$ cat config.mk
export PLATFORM = sky130hd
export DESIGN_NAME = multicycle_control_unit
export DESIGN_NICKNAME = d
export VERILOG_FILES = /design/src/rtl/mips_ctrl_pkg.sv /design/src/rtl/mem_wait_timer.sv /design/src/rtl/multicycle_control_unit.sv
export SDC_FILE = /design/constraint.sdc
export NUM_CORES = 1
export LEC_CHECK = 0
export CAP_MARGIN = 20
export CORE_MARGIN = 3
export CORE_UTILIZATION = 42
export DETAILED_ROUTE_END_ITERATION = 10
export PLACE_DENSITY_LB_ADDON = 0.25
export SLEW_MARGIN = 20
export SYNTH_ARGS = -nofsm -noshare
export SYNTH_HDL_FRONTEND = slang
export SYNTH_HIERARCHICAL = 1
export SYNTH_SLANG_ARGS = --single-unit
$ cat constraint.sdc
create_clock -name clk -period 2 [get_ports clk]
set_input_delay 0.3 -clock clk [delete_from_list [all_inputs] [get_ports clk]]
set_output_delay 0.3 -clock clk [all_outputs]
set_load 0.02 [all_outputs]
$ cat src/rtl/mips_ctrl_pkg.sv
// Shared MIPS control definitions: opcode constants, ALU operation classes,
// ALU operand-B selects, PC source selects and the multicycle FSM state
// enumeration. Also used by the single-cycle decoder.
package mips_ctrl_pkg;

    // Instruction opcodes (instr[31:26])
    localparam logic [5:0] OpRtype = 6'h00;
    localparam logic [5:0] OpJ     = 6'h02;
    localparam logic [5:0] OpBeq   = 6'h04;
    localparam logic [5:0] OpAddi  = 6'h08;
    localparam logic [5:0] OpLw    = 6'h23;
    localparam logic [5:0] OpSw    = 6'h2B;

    // ALU operation classes; the consumer casts to its own alu_op width
    localparam int unsigned AluOpAdd   = 0;
    localparam int unsigned AluOpSub   = 1;
    localparam int unsigned AluOpRtype = 2;

    // ALU operand-B selects
    localparam logic [1:0] AluSrcBReg      = 2'd0;
    localparam logic [1:0] AluSrcBFour     = 2'd1;
    localparam logic [1:0] AluSrcBImm      = 2'd2;
    localparam logic [1:0] AluSrcBImmShift = 2'd3;

    // PC source selects
    localparam logic [1:0] PcSrcAlu    = 2'd0;
    localparam logic [1:0] PcSrcAluOut = 2'd1;
    localparam logic [1:0] PcSrcJump   = 2'd2;

    typedef enum logic [3:0] {
        StFetch,
        StDecode,
        StMemAddr,
        StMemRead,
        StMemWb,
        StMemWrite,
        StExecute,
        StRWb,
        StAddiExec,
        StAddiWb,
        StBranch,
        StJump,
        StFault
    } state_e;

    // States that wait on the memory handshake and are covered by the timeout
    function automatic logic is_wait_state(input state_e s);
        return (s == StFetch) || (s == StMemRead) || (s == StMemWrite);
    endfunction

endpackage

$ cat src/rtl/mem_wait_timer.sv
// Memory wait-cycle counter with timeout detection.
// Ports:
//   clk      - clock
//   rst      - synchronous active-high reset, clears the count
//   clear    - synchronous clear (state entry)
//   count_en - count one wait cycle
//   expired  - count has reached MEM_TIMEOUT (never asserted when MEM_TIMEOUT is 0)
module mem_wait_timer #(
    parameter int unsigned MEM_TIMEOUT = 15
) (
    input  logic clk,
    input  logic rst,
    input  logic clear,
    input  logic count_en,
    output logic expired
);

    localparam int unsigned CntWRaw = $clog2(MEM_TIMEOUT + 1);
    localparam int unsigned CntW    = (CntWRaw < 1) ? 1 : CntWRaw;

    localparam logic [CntW-1:0] CntOne   = 1;
    localparam logic [CntW-1:0] CntMax   = '1;
    localparam logic [CntW-1:0] CntLimit = CntW'(MEM_TIMEOUT);
    localparam bit              TimeoutEn = (MEM_TIMEOUT != 0);

    logic [CntW-1:0] cnt_q;

    // Saturates at all-ones so a long wait with the timeout disabled never wraps
    always_ff @(posedge clk) begin
        if (rst || clear) begin
            cnt_q <= '0;
        end else if (count_en && (cnt_q != CntMax)) begin
            cnt_q <= cnt_q + CntOne;
        end
    end

    assign expired = TimeoutEn && (cnt_q == CntLimit);

endmodule

$ cat src/rtl/multicycle_control_unit.sv
// Multicycle MIPS control unit (LW, SW, R-type, ADDI, BEQ, J).
// Ports:
//   clk, rst        - clock, synchronous active-high reset
//   opcode          - opcode from the external instruction register (valid from DECODE)
//   mem_ready       - memory handshake completion
//   pc_write .. alu_src_a, alu_src_b, alu_op, pc_source - datapath controls
//   instr_done      - one-cycle pulse when an instruction retires
//   fault           - sticky error (illegal opcode or memory timeout), cleared only by rst
module multicycle_control_unit
    import mips_ctrl_pkg::*;
#(
    parameter int unsigned MEM_TIMEOUT = 15,
    parameter int unsigned ALU_OP_W    = 2
) (
    input  logic                clk,
    input  logic                rst,
    input  logic [5:0]          opcode,
    input  logic                mem_ready,
    output logic                pc_write,
    output logic                pc_write_cond,
    output logic                i_or_d,
    output logic                mem_read,
    output logic                mem_write,
    output logic                ir_write,
    output logic                mem_2_reg,
    output logic                reg_dst,
    output logic                reg_write,
    output logic                alu_src_a,
    output logic [1:0]          alu_src_b,
    output logic [ALU_OP_W-1:0] alu_op,
    output logic [1:0]          pc_source,
    output logic                instr_done,
    output logic                fault
);

    state_e state_q, state_d;
    logic   in_wait;
    logic   expired;
    logic   timeout;

    assign in_wait = is_wait_state(state_q);
    // Timeout only fires when memory is still not ready; a ready on the limit cycle wins
    assign timeout = in_wait && expired && !mem_ready;

    mem_wait_timer #(
        .MEM_TIMEOUT(MEM_TIMEOUT)
    ) u_mem_wait_timer (
        .clk     (clk),
        .rst     (rst),
        .clear   (state_d != state_q),
        .count_en(in_wait && !mem_ready),
        .expired (expired)
    );

    always_comb begin
        state_d = state_q;
        unique case (state_q)
            StFetch: begin
                if (mem_ready)    state_d = StDecode;
                else if (timeout) state_d = StFault;
            end
            StDecode: begin
                case (opcode)
                    OpLw, OpSw: state_d = StMemAddr;
                    OpRtype:    state_d = StExecute;
                    OpAddi:     state_d = StAddiExec;
                    OpBeq:      state_d = StBranch;
                    OpJ:        state_d = StJump;
                    default:    state_d = StFault;
                endcase
            end
            StMemAddr:  state_d = (opcode == OpLw) ? StMemRead : StMemWrite;
            StMemRead: begin
                if (mem_ready)    state_d = StMemWb;
                else if (timeout) state_d = StFault;
            end
            StMemWrite: begin
                if (mem_ready)    state_d = StFetch;
                else if (timeout) state_d = StFault;
            end
            StExecute:  state_d = StRWb;
            StAddiExec: state_d = StAddiWb;
            StMemWb, StRWb, StAddiWb, StBranch, StJump: state_d = StFetch;
            StFault:    state_d = StFault;
            default:    state_d = StFault;
        endcase
    end

    always_ff @(posedge clk) begin
        if (rst) state_q <= StFetch;
        else     state_q <= state_d;
    end

    // While rst is high the outputs look like a FETCH that never completes
    state_e out_st;
    logic   rdy;
    assign out_st = rst ? StFetch : state_q;
    assign rdy    = mem_ready && !rst;

    always_comb begin
        pc_write      = 1'b0;
        pc_write_cond = 1'b0;
        i_or_d        = 1'b0;
        mem_read      = 1'b0;
        mem_write     = 1'b0;
        ir_write      = 1'b0;
        mem_2_reg     = 1'b0;
        reg_dst       = 1'b0;
        reg_write     = 1'b0;
        alu_src_a     = 1'b0;
        alu_src_b     = AluSrcBReg;
        alu_op        = ALU_OP_W'(AluOpAdd);
        pc_source     = PcSrcAlu;
        instr_done    = 1'b0;
        fault         = 1'b0;
        unique case (out_st)
            StFetch: begin
                mem_read  = 1'b1;
                alu_src_b = AluSrcBFour;
                ir_write  = rdy;
                pc_write  = rdy;
            end
            StDecode:  alu_src_b = AluSrcBImmShift;
            StMemAddr, StAddiExec: begin
                alu_src_a = 1'b1;
                alu_src_b = AluSrcBImm;
            end
            StMemRead: begin
                mem_read = 1'b1;
                i_or_d   = 1'b1;
            end
            StMemWb: begin
                reg_write  = 1'b1;
                mem_2_reg  = 1'b1;
                instr_done = 1'b1;
            end
            StMemWrite: begin
                mem_write  = 1'b1;
                i_or_d     = 1'b1;
                instr_done = rdy;
            end
            StExecute: begin
                alu_src_a = 1'b1;
                alu_op    = ALU_OP_W'(AluOpRtype);
            end
            StRWb: begin
                reg_dst    = 1'b1;
                reg_write  = 1'b1;
                instr_done = 1'b1;
            end
            StAddiWb: begin
                reg_write  = 1'b1;
                instr_done = 1'b1;
            end
            StBranch: begin
                alu_src_a     = 1'b1;
                alu_op        = ALU_OP_W'(AluOpSub);
                pc_write_cond = 1'b1;
                pc_source     = PcSrcAluOut;
                instr_done    = 1'b1;
            end
            StJump: begin
                pc_write   = 1'b1;
                pc_source  = PcSrcJump;
                instr_done = 1'b1;
            end
            StFault:   fault = 1'b1;
            default:   fault = 1'b1;
        endcase
    end

endmodule

==> results by stage <==
Status:
- The flow ran to the end, and the final reports show no timing, DRC or antenna violations.

Synth:
- The top cell type by total area after synthesis is dfxtp_1.
- Synthesis instantiated 51 different standard cells from the library.
- Summing the sequential cell areas from Yosys gives 17.1% of the chip area.
- Averaged over all synthesized cells, the footprint is 7.06 µm².
- Yosys attributes the largest share of cell area to dfxtp_1 17%, nor2_1 6.4%, nor3_1 3.7%.
- The net count after synthesis is 143.
- Synthesis handed over a netlist of 133 instances.
- In this run, synthesis inferred 0 flip-flops with an integrated enable.
- By count the netlist is led by 16 x nor2_1, 8 x dfxtp_1, 7 x nand2_1, 7 x nor3_1.
- The cell area after synthesis is 938 µm².
- The total of flip-flops plus latches after synthesis is 8.
- Counting flops with an async set or reset pin after synthesis yields a share of 0%.
- Among all flip-flop cells after synthesis, the most frequent one is dfxtp_1.
- The area share of the leading cell type in the synthesized netlist is 17.1%.
- In the post-synthesis netlist, the cell with the most instances is nor2_1.
- The synthesis warning total is 6.

Die:
- The I/O pin count is 27.
- The die covers 0.00284 mm².
- The die outline width is 53.3 µm.
- The height of the chip is 53.3 µm.
- The number of rows in the core area is 16.
- The area of the placeable core is 0.00204 mm².
- For this configuration, the core starts out at a cell density of 46.0%.

Clocking:
- The CTS tree is done.
- In this run the number of H-tree levels came out at 1.
- CTS saw 8 sinks.
- For the worst-skew pair, the clock arrives at the later sink with an insertion delay of 0.26 ns.
- Once the clock tree was built, the setup fixing pass inserted 0 buffers.
- The post-cts hold buffer count is 0.
- The number of buffers created by CTS is 3.
- The clock edge transition at the registers on the reported setup and hold paths is 0.06 ns.
- CTS placed an instance of clkbuf_4 at the clock tree root.
- The clock passes through at most 2 buffers.

Cells and area:
- For this run, the post-layout net count is 196.
- The layout cell share with drive strength beyond 1 is 35.9%.
- The filler cells instantiated in the layout total 190.
- The area growth from synthesis to layout is 53.9%.
- The number of antenna diodes in the final layout is 0.

Timing:
- Hold timing on the final database bottoms out at a slack of 0.534 ns.
- The number of failing hold endpoints at the final stage came to 0.
- The maximum clock frequency is 527 MHz.
- The slew at the pin with the worst max-slew slack is 0.417 ns.
- The remaining max-slew budget at the tightest pin is 72.0%.
- The final worst clock skew is 0.00563 ns.
- The fraction of the cycle the final worst path needs is 94.9%.
- For the finished layout, the period the worst path requires is 1.90 ns.
- The number of pins with negative max-slew slack in the final report was 0.
- Setup repair after global routing left no endpoint under its margin.
- Setup violations remaining at the end of the flow were counted as 0.
- The summed negative setup slack over all endpoints is 0 ns.

Worst setup path:
- The endpoint type of the worst setup path is a primary output.
- STA classifies the critical path startpoint as an input pin.
- The number of cell instances on the worst register-to-register path is 11.
- The most frequent cell on the critical path is buf_4.
- In this run the critical register-to-register path is captured at u_mem_wait_timer/cnt_q[3]$_SDFFE_PP0P_.
- The maximum fanout along the worst path is 5.
- The data arrival time at the worst-slack endpoint is 1.60 ns.
- The worst register-to-register path begins at u_mem_wait_timer/cnt_q[0]$_SDFFE_PP0P_.
- The critical path goes through clkdlybuf4s50_1 > buf_4 > buf_4 > nor3_1 > dlygate4sd2_1.
- On the critical path, the stage with the largest delay is an instance of clkdlybuf4s50_1.
- The worst register-to-register path has a setup slack of 0.16 ns.
- The longest individual stage delay on the worst path is 0.47 ns.
- The critical path in this run is classified as input pin to primary output.
- The number of buffer and inverter stages on the critical path is 4.
- The cell family contributing the most delay on the critical path is buffers and inverters.
- Data on the critical path is required at its endpoint by 1.70 ns.

Power and ir drop:
- IR analysis of the VDD net gives a maximum drop of 0.381 mV.
- In this run, the combinational gates consume 57.9% of the power.
- Of the total power, registers draw 25.6%.
- The completed layout was analyzed and its total power is 786 µW.
- The analysis attributes to cell leakage a power of 0.616 nW.
- The internal power of the cells totals 453 µW.
- The power per cell area is 544 mW/mm².
- The net switching share of the total power is 42.3%.
- The switching power summed over all nets is 333 µW.
- The clock share of power is 16.5%.

GRT:
- The remaining global-route overflow is 0.
- The pin count of the biggest net entering global routing is 12.
- The first global-routing pass estimated 4930 µm of wire.
- The number of global-route vias before repair is 1186.
- The number of antenna violations at the first check in global routing is 0.
- Global routing used 23.0% of the available tracks across all layers.

Worst hold path:
- The count of cells along the worst hold path is 2.
- The endpoint of the worst hold-timing path is u_mem_wait_timer/cnt_q[3]$_SDFFE_PP0P_.
- The type of the worst min-delay path is flop to flop.
- The startpoint of the lowest-slack hold path is u_mem_wait_timer/cnt_q[3]$_SDFFE_PP0P_.

Detailed routing:
- The overall via count from detail_route is 1226.
- The top routing layer in use is met4.
- After detailed routing, the total wire length is 2930 µm.
- The amount of wire on met3 after detailed routing is 158 µm.
- The met1 wire length is 1250 µm.
- In the routed layout, each cell is associated on average with a via count of 5.81.
- The length of the first detailed-routing pass in iterations is 4.
- For this block, the initial DRC count from the detailed router was 24.
- The per-cell routed wire length is 13.9 µm.
- The count of nets left with antenna violations once routing finished came out at 0.
- The DRC violations left is 0.
- The detailed route wirelength on metal2 is 1470 µm.

Placed design:
- The count of buffers added on input and output ports is 26.
- The placed wire-length estimate is 2290 µm.
- The placer congestion estimate is 0.890.

Job:
- The number of maximum-capacitance constraint violations is 0.
cell type report:
class / instances / area, µm² / share of cell area, %
multi-input combinational: 108 / 734 / 50.9
timing repair buffer: 60 / 468 / 32.4
sequential: 8 / 166 / 11.5
tap: 27 / 33.8 / 2.34
clock buffer: 3 / 22.5 / 1.56
inverter: 5 / 18.8 / 1.30
per-layer routing:
metal / global-route usage [%] / vias to the layer above
met1: 27.2 / 563
met4: 10.6 / 0
met2: 41.2 / 42
met5: 0 / -
li1: - / 613
met3: 1.69 / 8
state kept, by name, indices dropped and copies added (netlist names):
| name | flops |
|---|---|
| state_q | 4 |
| u_mem_wait_timer/cnt_q | 4 |
power by group through the flow:
stage	logic [mW]	clock network (mW)	registers [mW]
2_1_floorplan	0.275	0	0.184
3_3_place_gp	0.446	0	0.200
3_5_place_dp	0.456	0	0.201
4_1_cts	0.438	0.132	0.198
5_1_grt	0.501	0.144	0.204
6_report	0.455	0.130	0.202
worst max path at each step:
stage	startpoint	to	slack (ns)	cells after the start
after floorplan	u_mem_wait_timer/cnt_q[0]$_SDFFE_PP0P_	u_mem_wait_timer/cnt_q[3]$_SDFFE_PP0P_	0.04	10
after global placement	mem_ready	instr_done	-0.30	6
after detailed placement	mem_ready	instr_done	-0.30	6
after CTS	mem_ready	instr_done	0.0007	6
after global routing	rst	alu_op[1]	0.002	6
final	rst	alu_src_b[1]	0.10	5
cells by family after synthesis:
group | after synthesis | share of synthesized area [%]
AND/OR/NAND/NOR | 64 | 38.5
AO/OA/AOI/OAI | 40 | 31.6
buffers and inverters | 17 | 8.66
flip-flops | 8 | 17.1
XOR/XNOR | 3 | 2.80
adder cells (fa/ha/maj) | 1 | 1.33
layout by cell type (no fill, tap or decap), types with 3 or more instances in the layout:
cell	n
or2_2	4
dfxtp_2	5
buf_4	34
dfxtp_1	3
nand4b_1	3
nand2_1	7
clkbuf_2	7
clkdlybuf4s50_1	8
nor3_1	7
nor2_1	15
nand2b_1	4
dlygate4sd2_1	10
clkbuf_4	3
a31oi_1	4
o21ai_0	5
a21oi_1	6
nor4_1	4
nand3_1	4
inv_1	4
nor2b_1	4
worst reg2reg max path, stage by stage (launching register included):
cell	delay (ns)
dfxtp_2	0.35
ha_4	0.14
nand3_2	0.09
inv_2	0.07
buf_4	0.14
nand2b_1	0.10
a221oi_2	0.27
nor2_1	0.08
o221ai_2	0.25
nor2_4	0.09
o211ai_2	0.08
o41ai_2	0.08
timing repair:
action,in CTS,in global routing
pin swaps,1,1
endpoints found under the setup margin,22,12
resized for setup,24,25
per-stage QoR:
stage	area, µm²	setup slack [ns]	util [%]	cells
after floorplan	942	0.0372	-	133
after global placement	1430	-0.296	70.0	208
after detailed placement	1430	-0.298	70.0	208
after CTS	1430	0.000672	70.2	211
after global routing	1440	0.00174	70.7	211
final	1440	0.101	70.7	211
Note: power is estimated with default switching activity, not from simulation.
